`src/rtl/pipe_stall_ctrl_pkg.sv`:
```
// Shared pipeline stall-control definitions: FSM encodings, the
// per-cycle control bundle and helpers used by the controller, the
// pipeid integration and the bench.
package pipe_stall_ctrl_pkg;

    // Controller state encodings; code 3 is unused and behaves as ERROR.
    localparam logic [1:0] ST_RUN     = 2'd0;
    localparam logic [1:0] ST_MEMWAIT = 2'd1;
    localparam logic [1:0] ST_ERROR   = 2'd2;

    // Pipeline control outputs produced each cycle.
    typedef struct packed {
        logic wpcir;
        logic dbubble;
        logic freeze;
        logic flush_if;
    } stall_ctrl_t;

    // Control while the memory side is not stalling: a load-use hazard
    // holds PC/IF-ID and bubbles ID/EX; otherwise the pipe advances and
    // a taken branch may squash the fetched instruction.
    function automatic stall_ctrl_t run_ctrl(input logic lu, input logic branch_flush);
        stall_ctrl_t c;
        c = '0;
        if (lu) begin
            c.dbubble = 1'b1;
        end else begin
            c.wpcir    = 1'b1;
            c.flush_if = branch_flush;
        end
        return c;
    endfunction

    // The error indication covers both ERROR and the unused code 3.
    function automatic logic is_error(input logic [1:0] st);
        return st[1];
    endfunction

endpackage

```
`src/rtl/pipe_stall_ctrl_if.sv`:
```
// Bundle of decode/EX/MEM hazard inputs and pipeline control outputs
// exchanged between the pipeline datapath (master) and the stall
// controller (slave).
interface pipe_stall_ctrl_if #(
    parameter int CNT_W = 16
);
    logic [4:0]       rs;
    logic [4:0]       rt;
    logic             use_rs;
    logic             use_rt;
    logic [4:0]       ern;
    logic             ewreg;
    logic             em2reg;
    logic [1:0]       pcsource;
    logic             mmem_req;
    logic             mem_ack;
    logic             wpcir;
    logic             dbubble;
    logic             freeze;
    logic             flush_if;
    logic             mem_err;
    logic [1:0]       state;
    logic [CNT_W-1:0] stall_cnt;

    modport master (
        output rs, rt, use_rs, use_rt, ern, ewreg, em2reg, pcsource,
               mmem_req, mem_ack,
        input  wpcir, dbubble, freeze, flush_if, mem_err, state, stall_cnt
    );

    modport slave (
        input  rs, rt, use_rs, use_rt, ern, ewreg, em2reg, pcsource,
               mmem_req, mem_ack,
        output wpcir, dbubble, freeze, flush_if, mem_err, state, stall_cnt
    );

endinterface

```
`src/rtl/pipe_stall_ctrl_lu_detect.sv`:
```
// Load-use hazard comparator: the EX-stage load writes a nonzero
// register that the decode-stage instruction reads.
module pipe_lu_detect (
    input  logic [4:0] rs,
    input  logic [4:0] rt,
    input  logic       use_rs,
    input  logic       use_rt,
    input  logic [4:0] ern,
    input  logic       ewreg,
    input  logic       em2reg,
    output logic       lu
);

    // Register 0 is hardwired, so a load targeting it never creates a hazard.
    always_comb begin
        lu = ewreg & em2reg & (ern != 5'd0) &
             ((use_rs & (ern == rs)) | (use_rt & (ern == rt)));
    end

endmodule

```
`src/rtl/pipe_stall_ctrl.sv`:
```
// Pipeline stall controller: arbitrates data-memory wait states,
// load-use bubbles and branch flushes, with a memory timeout that
// parks the pipe in ERROR until reset.
module pipe_stall_ctrl
    import pipe_stall_ctrl_pkg::*;
#(
    parameter int DELAY_SLOT = 1,
    parameter int TIMEOUT    = 255,
    parameter int CNT_W      = 16
) (
    input  logic              clock,
    input  logic              reset,
    pipe_stall_ctrl_if.slave  bus
);

    localparam int               WAIT_W     = (TIMEOUT < 2) ? 1 : $clog2(TIMEOUT + 1);
    localparam logic [WAIT_W-1:0] WAIT_LIMIT = WAIT_W'(TIMEOUT);
    localparam logic [CNT_W-1:0]  CNT_MAX    = '1;

    logic [1:0]        state_q;
    logic [1:0]        state_d;
    logic [WAIT_W-1:0] wait_q;
    logic [WAIT_W-1:0] wait_d;
    logic [CNT_W-1:0]  stall_q;
    logic              lu;
    logic              ms;
    logic              branch_flush;
    stall_ctrl_t       ctrl;

    pipe_lu_detect u_lu (
        .rs     (bus.rs),
        .rt     (bus.rt),
        .use_rs (bus.use_rs),
        .use_rt (bus.use_rt),
        .ern    (bus.ern),
        .ewreg  (bus.ewreg),
        .em2reg (bus.em2reg),
        .lu     (lu)
    );

    assign ms           = bus.mmem_req & ~bus.mem_ack;
    assign branch_flush = (DELAY_SLOT == 0) && (bus.pcsource != 2'b00);

    // Next-state and control decode; memory stall beats load-use, which beats
    // branch flush, and reset forces NOP injection with no freeze.
    always_comb begin
        state_d = state_q;
        wait_d  = wait_q;
        ctrl    = '0;
        if (reset) begin
            ctrl.wpcir    = 1'b1;
            ctrl.dbubble  = 1'b1;
            ctrl.flush_if = 1'b1;
        end else begin
            case (state_q)
                ST_RUN: begin
                    if (ms) begin
                        ctrl.freeze = 1'b1;
                        state_d     = ST_MEMWAIT;
                        wait_d      = WAIT_W'(1);
                    end else begin
                        ctrl = run_ctrl(lu, branch_flush);
                    end
                end
                ST_MEMWAIT: begin
                    if (bus.mem_ack) begin
                        ctrl    = run_ctrl(lu, branch_flush);
                        state_d = ST_RUN;
                        wait_d  = '0;
                    end else begin
                        ctrl.freeze = 1'b1;
                        if (wait_q >= WAIT_LIMIT) begin
                            state_d = ST_ERROR;
                        end else begin
                            wait_d = wait_q + 1'b1;
                        end
                    end
                end
                default: begin
                    ctrl.freeze = 1'b1;
                end
            endcase
        end
    end

    // State, wait counter and saturating stall counter registers.
    always_ff @(posedge clock) begin
        if (reset) begin
            state_q <= ST_RUN;
            wait_q  <= '0;
            stall_q <= '0;
        end else begin
            state_q <= state_d;
            wait_q  <= wait_d;
            if (!ctrl.wpcir && (stall_q != CNT_MAX)) begin
                stall_q <= stall_q + 1'b1;
            end
        end
    end

    assign bus.wpcir     = ctrl.wpcir;
    assign bus.dbubble   = ctrl.dbubble;
    assign bus.freeze    = ctrl.freeze;
    assign bus.flush_if  = ctrl.flush_if;
    assign bus.mem_err   = is_error(state_q);
    assign bus.state     = state_q;
    assign bus.stall_cnt = stall_q;

endmodule

```
`src/flat_wrapper.sv`:
```
// flat-port wrapper written by rule: the top's interface ports become plain ports
module pipe_stall_ctrl_flat import pipe_stall_ctrl_pkg::*;
#(
    parameter int DELAY_SLOT = 1,
    parameter int TIMEOUT    = 255,
    parameter int CNT_W      = 16
)
  (clock, reset, bus_rs, bus_rt, bus_use_rs, bus_use_rt, bus_ern, bus_ewreg, bus_em2reg, bus_pcsource, bus_mmem_req, bus_mem_ack, bus_wpcir, bus_dbubble, bus_freeze, bus_flush_if, bus_mem_err, bus_state, bus_stall_cnt);
  pipe_stall_ctrl_if #(.CNT_W(CNT_W)) bus_i ();
  input  logic clock;
  input  logic reset;
  input wire logic [$bits(bus_i.rs)-1:0] bus_rs;
  input wire logic [$bits(bus_i.rt)-1:0] bus_rt;
  input wire logic [$bits(bus_i.use_rs)-1:0] bus_use_rs;
  input wire logic [$bits(bus_i.use_rt)-1:0] bus_use_rt;
  input wire logic [$bits(bus_i.ern)-1:0] bus_ern;
  input wire logic [$bits(bus_i.ewreg)-1:0] bus_ewreg;
  input wire logic [$bits(bus_i.em2reg)-1:0] bus_em2reg;
  input wire logic [$bits(bus_i.pcsource)-1:0] bus_pcsource;
  input wire logic [$bits(bus_i.mmem_req)-1:0] bus_mmem_req;
  input wire logic [$bits(bus_i.mem_ack)-1:0] bus_mem_ack;
  output wire logic [$bits(bus_i.wpcir)-1:0] bus_wpcir;
  output wire logic [$bits(bus_i.dbubble)-1:0] bus_dbubble;
  output wire logic [$bits(bus_i.freeze)-1:0] bus_freeze;
  output wire logic [$bits(bus_i.flush_if)-1:0] bus_flush_if;
  output wire logic [$bits(bus_i.mem_err)-1:0] bus_mem_err;
  output wire logic [$bits(bus_i.state)-1:0] bus_state;
  output wire logic [$bits(bus_i.stall_cnt)-1:0] bus_stall_cnt;
  assign bus_i.rs = bus_rs;
  assign bus_i.rt = bus_rt;
  assign bus_i.use_rs = bus_use_rs;
  assign bus_i.use_rt = bus_use_rt;
  assign bus_i.ern = bus_ern;
  assign bus_i.ewreg = bus_ewreg;
  assign bus_i.em2reg = bus_em2reg;
  assign bus_i.pcsource = bus_pcsource;
  assign bus_i.mmem_req = bus_mmem_req;
  assign bus_i.mem_ack = bus_mem_ack;
  assign bus_wpcir = bus_i.wpcir;
  assign bus_dbubble = bus_i.dbubble;
  assign bus_freeze = bus_i.freeze;
  assign bus_flush_if = bus_i.flush_if;
  assign bus_mem_err = bus_i.mem_err;
  assign bus_state = bus_i.state;
  assign bus_stall_cnt = bus_i.stall_cnt;
  pipe_stall_ctrl #(.DELAY_SLOT(DELAY_SLOT), .TIMEOUT(TIMEOUT), .CNT_W(CNT_W)) u_core (.clock(clock), .reset(reset), .bus(bus_i));
endmodule
```
`config.mk`:
```
export PLATFORM = sky130hd
export DESIGN_NAME = pipe_stall_ctrl_flat
export DESIGN_NICKNAME = d
export VERILOG_FILES = /design/src/rtl/pipe_stall_ctrl_pkg.sv /design/src/rtl/pipe_stall_ctrl_if.sv /design/src/rtl/pipe_stall_ctrl_lu_detect.sv /design/src/rtl/pipe_stall_ctrl.sv /design/src/flat_wrapper.sv
export SDC_FILE = /design/constraint.sdc
export NUM_CORES = 1
export LEC_CHECK = 0
export CORE_UTILIZATION = 42
export DETAILED_ROUTE_END_ITERATION = 10
export MAX_ROUTING_LAYER = met4
export PLACE_DENSITY = 0.87
export SLEW_MARGIN = 20
export SYNTH_ARGS = -nofsm -noshare
export SYNTH_HDL_FRONTEND = slang
export SYNTH_SLANG_ARGS = --single-unit
```
`constraint.sdc`:
```
create_clock -name clock -period 1.8 [get_ports clock]
set_input_delay 0.18 -clock clock [delete_from_list [all_inputs] [get_ports clock]]
set_output_delay 0.18 -clock clock [all_outputs]
set_load 0.005 [all_outputs]
```
# [Word level (Yosys, flattened, before mapping)]
# Cells that the tools add are included.
[totals] reg_bits=26 out_inout_bits=23 elab_cells=47
[op_classes] addsub=2 magnitude_cmp=1 n_eq_ne=7 mux=19 bitwise=8 reduce_logical=7
[op_table] operator="two-way mux 8 bit" n=3
[op_table] operator="adder 16 x 1 -> 16 bit (second input constant)" n=1
[op_table] operator="!= test 16 bit (second input constant)" n=1
[op_table] operator="one-hot mux 8 bit (2 select lines)" n=1
[op_table] operator="two-way mux 2 bit" n=6
[op_table] operator="== test 5 bit" n=2
[op_table] operator="adder 8 x 1 -> 8 bit (second input constant)" n=1
[op_table] operator=">= comparator 8 bit (second input constant)" n=1
[op_table] operator="one-hot mux 2 bit (2 select lines)" n=2
[op_table] operator="bitwise AND 1 bit" n=6
[op_table] operator="two-way mux 1 bit" n=6
[op_table] operator="AND reduction 3 bit" n=2
[op_table] operator="nonzero test 5 bit" n=1
[op_table] operator="!= test 3 x 2 -> 1 bit (second input constant)" n=1
[op_table] operator="!= test 3 bit (second input constant)" n=1
[op_table] operator="== test 2 x 1 -> 1 bit (second input constant)" n=1
[op_table] operator="logical NOT 2 bit" n=1
[op_table] operator="!= test 2 x 1 -> 1 bit (second input constant)" n=1
[op_table] operator="one-hot mux 1 bit (2 select lines)" n=1
[op_table] operator="nonzero test 2 bit" n=1
[op_table] operator="logical AND 1 bit" n=1
[op_table] operator="logical NOT 1 bit" n=1
[op_table] operator="NOT 1 bit" n=1
[op_table] operator="bitwise OR 1 bit" n=1

# [Depth between registers and ports, before layout]
# Gate-level depths: netlist (run 1).
[depth] ltp_word=10 depth_mapped=9 ltp_nobuf=7

# [By module]
# Synthesis (run 1) repeated with hierarchy kept, for this count alone.
[unflattened] hier_cells=189 area_unflattened_um2=1604.0
[by_module_without_submodules] mod="pipe_stall_ctrl" instances=1 cells_per_inst=172 area_each_um2=1468.9
[by_module_without_submodules] mod="pipe_lu_detect" instances=1 cells_per_inst=17 area_each_um2=135.1

# [Least setup slack after synthesis (run 1)]
# OpenSTA, ideal clock, no wires.
[synth_timing] kind="reg-to-reg" from="register u_core.stall_q[0] (netlist: u_core.bus.stall_cnt[0])" to="register u_core.stall_q[3] (netlist: u_core.bus.stall_cnt[3])" setup_ns=0.068 arrival_time_ns=1.855 slack_ns=-0.123 path_stages_with_launch=10 n_path_buf=2 synth_period_minus_slack_ns=1.923 cell_sequence="dfxtp_1 ha_1 nand4_1 nor4_1 and2b_4 a21oi_4 buf_6 buf_12 o21ai_1 a21oi_2"
[synth_between] elab_chain_len=2
[synth_lines] item="from (decl)" line="pipe_stall_ctrl.sv:24" source="logic [CNT_W-1:0] stall_q;"
[synth_lines] item="from (signal assigned)" line="pipe_stall_ctrl.sv:96" source="stall_q <= stall_q + 1'b1;"
[synth_lines] item="branches (longest 2 deep; another with adder 16 x 1 -> 16 bit)"
# Parallel ways; which one is timed is not known.
# A chain may end at the register's enable or synchronous reset.

# [Final worst setup path (run 1)]
[layout_timing] from="register u_core.stall_q[0] (netlist: u_core.bus.stall_cnt[0])" to="register u_core.stall_q[13] (netlist: u_core.bus.stall_cnt[13])"
# Same word-level chain as after synthesis.

==> results of run 1 <==
## cell type report
| cell class | instances | share of cell area |
|---|---|---|
| tap | 46 | 0.0241 |
| multi-input combinational | 141 | 0.416 |
| timing repair buffer | 82 | 0.313 |
| inverter | 4 | 0.00630 |
| sequential | 26 | 0.225 |
| clock buffer | 4 | 0.0152 |
## path summary, 6_finish.rpt
check                                                          start                               endpoint  depth (start not counted)
worst max-delay path            u_core.bus.stall_cnt[0]$_SDFFE_PP0P_  u_core.bus.stall_cnt[13]$_SDFFE_PP0P_                          8
worst min-delay path                   u_core.wait_q[6]$_SDFFE_PP0P_          u_core.wait_q[6]$_SDFFE_PP0P_                          2
worst max register to register  u_core.bus.stall_cnt[0]$_SDFFE_PP0P_  u_core.bus.stall_cnt[13]$_SDFFE_PP0P_                          8
worst min register to register         u_core.wait_q[6]$_SDFFE_PP0P_          u_core.wait_q[6]$_SDFFE_PP0P_                          2
## repair_timing
action                     in CTS  in global routing
buffers inserted                1                  0
pin swaps                       7                 18
resized for setup              12                 21
cloned                          0                  0
setup endpoints to repair      18                 26
## cells by family after synthesis
group | after synthesis | share of synthesized area
buffers and inverters | 14 | 0.0627
XOR/XNOR | 16 | 0.0913
AO/OA/AOI/OAI | 42 | 0.208
adder cells (fa/ha/maj) | 2 | 0.0163
multiplexers | 2 | 0.0130
AND/OR/NAND/NOR | 79 | 0.270
flip-flops | 26 | 0.339
## registers in the layout (all words and copies together) (netlist names)
signal / count
u_core.bus.state: 2
u_core.bus.stall_cnt: 16
u_core.wait_q: 8
## through the flow
| stage | setup TNS [ps] | area (um^2) | worst slack [ps] | hold WS [ps] | total power, uW |
|---|---|---|---|---|---|
| after floorplan | 0 | 1570 | 5.45 | 395 | 697 |
| after global placement | -7060 | 2280 | -482 | 504 | 803 |
| after detailed placement | -8280 | 2280 | -544 | 518 | 809 |
| after CTS | -494 | 2330 | -116 | 554 | 1100 |
| after global routing | -1750 | 2380 | -205 | 574 | 1150 |
| final | -394 | 2380 | -88.6 | 543 | 1100 |
## per-layer routing
layer / vias to the layer above / wire length [um] / global-route usage
met5: - / 0 / -
met4: 0 / 47 / 0.0698
met3: 4 / 193 / 0.0383
met2: 37 / 2150 / 0.416
met1: 774 / 1880 / 0.278
li1: 821 / - / -
## power by group through the flow
| stage | Clock, uW | Combinational (uW) | Sequential [uW] |
|---|---|---|---|
| global placement | 0 | 206 | 596 |
| detailed placement | 0 | 213 | 597 |
| CTS | 303 | 212 | 584 |
| global route | 336 | 232 | 586 |
| floorplan | 0 | 97.2 | 600 |
| finish | 300 | 215 | 585 |
## critical path, stage by stage (launching register included)
cell and delay [ps]:
dfxtp_4 380, ha_4 150, nand4_1 100, nor4_2 60, nor3b_2 270, a21oi_4 100, buf_12 160, or4_4 510
a21oi_2 120
## cells in the final DEF, fill, tap and decap left out, drive strengths merged, types with 4 or more instances in the layout
master	synthesis	routed
a21oi	15	15
buf	5	38
clkbuf	5	5
clkdlybuf4s50	0	31
dfxtp	26	26
dlygate4sd2	0	5
dlymetal6s2s	0	7
inv	4	4
nand2	15	15
nand3	10	10
nand4	8	8
nor2	19	19
nor3	6	6
o21ai	7	7
o31ai	4	4
or3	7	7
or4	4	4
xnor2	14	14
==> results_dict.tcl, run 1 <==
set metrics [dict create \
    grt_start_max_net_pins 21 \
    cell_internal_pwr_uw 823 \
    count_of_antenna_diodes_in_the_layout 0 \
    finalClockSkew_ps 6.59 \
    power.share.sequential 0.532 \
    yosys-top-cells-count "dfxtp_1 (26), nor2_1 (19), nand2_1 (15), xnor2_1 (14), nand3_1 (10)" \
    num-nets-final 285 \
    synth_most_common_cell "dfxtp_1" \
    grt_pass1_wl_um 7400 \
    synth_top_cells_by_area "dfxtp_1 (34%), xnor2_1 (8.0%), nor2_1 (4.6%)" \
    switching_share 0.252 \
    report.final.setup_viol 9 \
    via_per_inst 5.40 \
    place.port_buffers 45 \
    critical_path_required_ps 2070 \
    flow.area_growth_from_synthesis_pct 55.3 \
    gate_count_of_the_mapped_netlist 181 \
    rel_slew_slack 0.768 \
    synth_area_leader_cell "dfxtp_1" \
    place.detailed.hpwl_um 3190 \
    cellPowerDensity_mw_per_mm2 461 \
    final_max_slew_viol_count 0 \
    seqCellArea_um2 537 \
    run_status "finished, violations left" \
    grt_setup_unrepaired "yes" \
    syn-cell-area_mm2 0.00154 \
    antenna_found_initial 0 \
    clk_latency_ps 320 \
    synth.avg_cell_area_um2 8.48 \
    cts_hold_buf 0 \
    synth_nets 208 \
    post-synth-top-area-fraction 0.339 \
    fmax_mhz 529 \
    total_switching_power_uw 277 \
    cts_sinks 26 \
    synth.yosys.seq_area_share 0.339 \
    ys_types 49 \
    irDropWorstVdd_uv 294 \
    violated_checks "setup timing" \
    floorplan.core_area_mm2 0.00342 \
    global_route.overflow_total 0 \
    final-instance-count-excl-fill 303 \
    vias 1636 \
    drt-initial-drc-count 87 \
    drtAntennaViolNets 0 \
    die_ar_mm2 0.00390 \
    number_of_synthesized_flops_with_an_enable_pin 0 \
    asyncSetResetFlopFracSynth 0 \
    power_frac_clock 0.273 \
    dieHeight_um 62.5 \
    worst_hold_path_type "reg2reg" \
    avgRoutedWirePerCell_um 14.1 \
    first_global_vias 1656 \
    fraction_of_layout_cells_with_a_size_suffix_above_1 0.315 \
    cts_buffers 3 \
    leakagePower_uw 0.000910 \
    hold_violations 0 \
    critical_path_start_end_classification "reg2reg" \
    cts_tree "yes" \
    detail_route.first_pass.iterations 4 \
    finalWorstPathRequiredPeriod_ps 1890 \
    finalWeightedCongestion 0.892 \
    final_critical_path_setup_slack_ps -88.6 \
    initial_core_util 0.449 \
    ys.flop_type "dfxtp_1" \
    cts.path.max_buffers 2 \
    htree_num_levels 1 \
    fin_crit_sh 1.05 \
    drc 0 \
    worstSetupStartpointType "flip-flop" \
    multi_input_area_um2 992 \
    crit_path_end_kind "flip-flop" \
    tightest_slew_ps 344 \
    ys.warnings.count 0 \
    die_width_um 62.5 \
    cts_root_buffer "clkbuf_4" \
    final_core_util 0.698 \
    combinationalPowerShare 0.196 \
    place.detailed.instances 298 \
    clkTransAtPathRegs_ps 150 \
    floorplan.rows 21 \
    gr-usage-all-layers 0.238 \
    reg2reg_setup_slack_ps -90 \
    ys_ff_latch 26 \
    critical_path_arrival_ps 2160 \
    max-cap-violations 0 \
    wirelength_um 4280 \
    n_fill_cell 261 \
    io_pins 48 \
    timing.critical_path.fanout_max 20 \
]
(Power assumes the default switching activity.)
==> inputs of run 2 (changes only) <==
- CORE_UTILIZATION: 42 -> 30
- PLACE_DENSITY: 0.87 -> 0.69
==> run 2 against run 1 <==
The run still ends with setup timing left. Wire length grew 4.7%. Cell area increased by 6.3%. Fmax fell by 3.5%. Register-to-register slack worse by 70 ps. Sequential cell count is the same. Highest routed layer unchanged. Non-clock buffer count increased by 8. Critical path depth stayed put.
==> results_dict.tcl, run 2 (synthesis gave the netlist of run 1 again) <==
set metrics [dict create \
    final_max_slew_viol_count 0 \
    violated_checks "setup timing" \
    leakagePower_uw 0.000953 \
    finalClockSkew_ps 3.67 \
    timing.critical_path.cells "ha_4 > nand4_1 > nor4_4 > nor3b_2 > a21oi_4 > buf_6 > or4_4 > a21oi_2" \
    worst_hold_start "u_core.wait_q[7]$_SDFFE_PP0P_" \
    cts_root_buffer "clkbuf_8" \
    critical-path-top-delay-family "simple AND/OR/NAND/NOR gates" \
    critical_path_arrival_ps 2170 \
    rr_startpoint "u_core.bus.stall_cnt[0]$_SDFFE_PP0P_" \
    critical_path.n_buffers_inverters 1 \
    final-instance-count-excl-fill 332 \
    grt_setup_unrepaired "yes" \
    crit_path_end_kind "flip-flop" \
    rel_slew_slack 0.744 \
    fin_crit_sh 1.09 \
    run_status "finished, violations left" \
    critical-path-slowest-cell "or4_4" \
    clkTransAtPathRegs_ps 100 \
    worstSetupStartpointType "flip-flop" \
    cts_buffers 3 \
    tightest_slew_ps 379 \
    htree_num_levels 1 \
    cts.path.max_buffers 2 \
    largest_register_ffs 16 \
    irDropWorstVdd_uv 327 \
    clk_latency_ps 280 \
    critical_path_start_end_classification "reg2reg" \
    place.detailed.instances 322 \
    fmax_mhz 511 \
    floorplan.core_area_mm2 0.00482 \
    grt_start_max_net_pins 16 \
    critical_path_required_ps 2020 \
    count_of_antenna_diodes_in_the_layout 0 \
    die_ar_mm2 0.00541 \
    floorplan.rows 25 \
    cp_slowest_stage_delay_ps 530 \
    max-cap-violations 0 \
    via_per_inst 5.11 \
    finalWorstPathRequiredPeriod_ps 1960 \
    worst_hold_path_type "reg2reg" \
    flow.area_growth_from_synthesis_pct 65.0 \
    cts_sinks 26 \
    startpoint "u_core.bus.stall_cnt[0]$_SDFFE_PP0P_" \
    dieHeight_um 73.5 \
    final_cell_area_mm2 0.00253 \
    n_fill_cell 442 \
    finalWeightedCongestion 0.825 \
    num-nets-final 293 \
    io_pins 48 \
    placed_cell_area_mm2 0.00233 \
    final_core_util 0.526 \
    cellPowerDensity_mw_per_mm2 514 \
    fraction_of_layout_cells_with_a_size_suffix_above_1 0.332 \
    report.final.setup_viol 13 \
    avgRoutedWirePerCell_um 13.5 \
    drc 0 \
    global_route.overflow_total 0 \
    gr-usage-all-layers 0.179 \
    initial_core_util 0.319 \
    detail_route.first_pass.iterations 4 \
    timing.critical_path.fanout_max 7 \
    first_global_vias 1652 \
    hold_violations 0 \
    wirelength_um 4480 \
    place.port_buffers 45 \
    cts_tree "yes" \
    setup_total_negative_slack_ps -954 \
    report.power.total_uw 1300 \
    leading_cell_type_in_the_layout_fill_and_taps_excluded "buf_4" \
    vias 1698 \
    grt_pass1_wl_um 7280 \
    final_critical_path_setup_slack_ps -158 \
    final_cell_mix "buf_4 (38), clkdlybuf4s50_1 (28), nor2_1 (19), dfxtp_1 (19)" \
    place.detailed.hpwl_um 3230 \
    die_width_um 73.5 \
    antenna_found_initial 0 \
    drtAntennaViolNets 0 \
    drt-initial-drc-count 83 \
]
[run 2: cell count changes in the layout (fill, tap and decap cells not counted), moves of 2 or more]
cell	before	now
buf_4	35	38
buf_6	1	6
clkbuf_4	3	0
clkbuf_8	1	3
clkdlybuf4s50_1	31	28
dfxtp_1	17	19
dfxtp_2	7	5
dlygate4sd2_1	5	13
dlymetal6s2s_1	7	2
nor3_2	1	3
o311ai_0	3	1
or3_2	3	1
or3_4	2	4
[run 2: report_power, final]
part / internal, uW / total (uW) / switching, uW
clock network: 298 / 495 / 197
registers: 579 / 583 / 4.36
logic: 125 / 225 / 99.8
total: 1000 / 1300 / 301
[run 2: stage by stage]
stage	worst slack (ps)	hold slack [ps]
2_1_floorplan	5.45	395
3_3_place_gp	-481	505
3_5_place_dp	-528	527
4_1_cts	-134	550
5_1_grt	-241	573
6_report	-158	542
[run 2: layout make-up]
cell class | count | area [um^2] | area share
clock inverters | 1 | 30.0 | 0.0119
clock buffers | 3 | 41.3 | 0.0163
flip-flops and latches | 26 | 534 | 0.211
repair buffers | 90 | 810 | 0.320
multi-input cells | 141 | 1020 | 0.402
well taps | 67 | 83.8 | 0.0331
inverters | 4 | 15.0 | 0.00593
[run 2: path summary, 6_finish.rpt]
kind                                                 to  slack, ps  cells past startpoint
setup / recovery  u_core.bus.stall_cnt[14]$_SDFFE_PP0P_       -160                      8
hold / removal            u_core.wait_q[7]$_SDFFE_PP0P_        540                      2
setup reg to reg  u_core.bus.stall_cnt[14]$_SDFFE_PP0P_       -160                      8
hold reg to reg           u_core.wait_q[7]$_SDFFE_PP0P_        540                      2
[run 2: repair_timing]
action / 4_1_cts / 5_1_grt
cloned: 2 / 0
hold buffers: 0 / 0
endpoints found under the hold margin: 0 / 0
resized for setup: 20 / 27
pin swaps: 18 / 15
buffers inserted: 2 / 4
endpoints found under the setup margin: 18 / 19
[run 2: per-layer routing]
metal | routed length (um) | vias to the layer above | track usage | share of wire
li1 | - | 835 | - | -
met1 | 1940 | 798 | 0.207 | 0.43
met2 | 2150 | 57 | 0.302 | 0.48
met3 | 309 | 8 | 0.0398 | 0.069
met4 | 78 | 0 | 0.0684 | 0.017
met5 | 0 | - | - | 0
[run 2: worst register-to-register path: cells and delay by family (launching register included)]
| family | cells | cell delay (ps) |
|---|---|---|
| DFF | 1 | 360 |
| buffers and inverters | 1 | 150 |
| and+or+nand+nor | 4 | 980 |
| AOI/OAI and AO/OA | 2 | 250 |
| adders and majority gates | 1 | 150 |
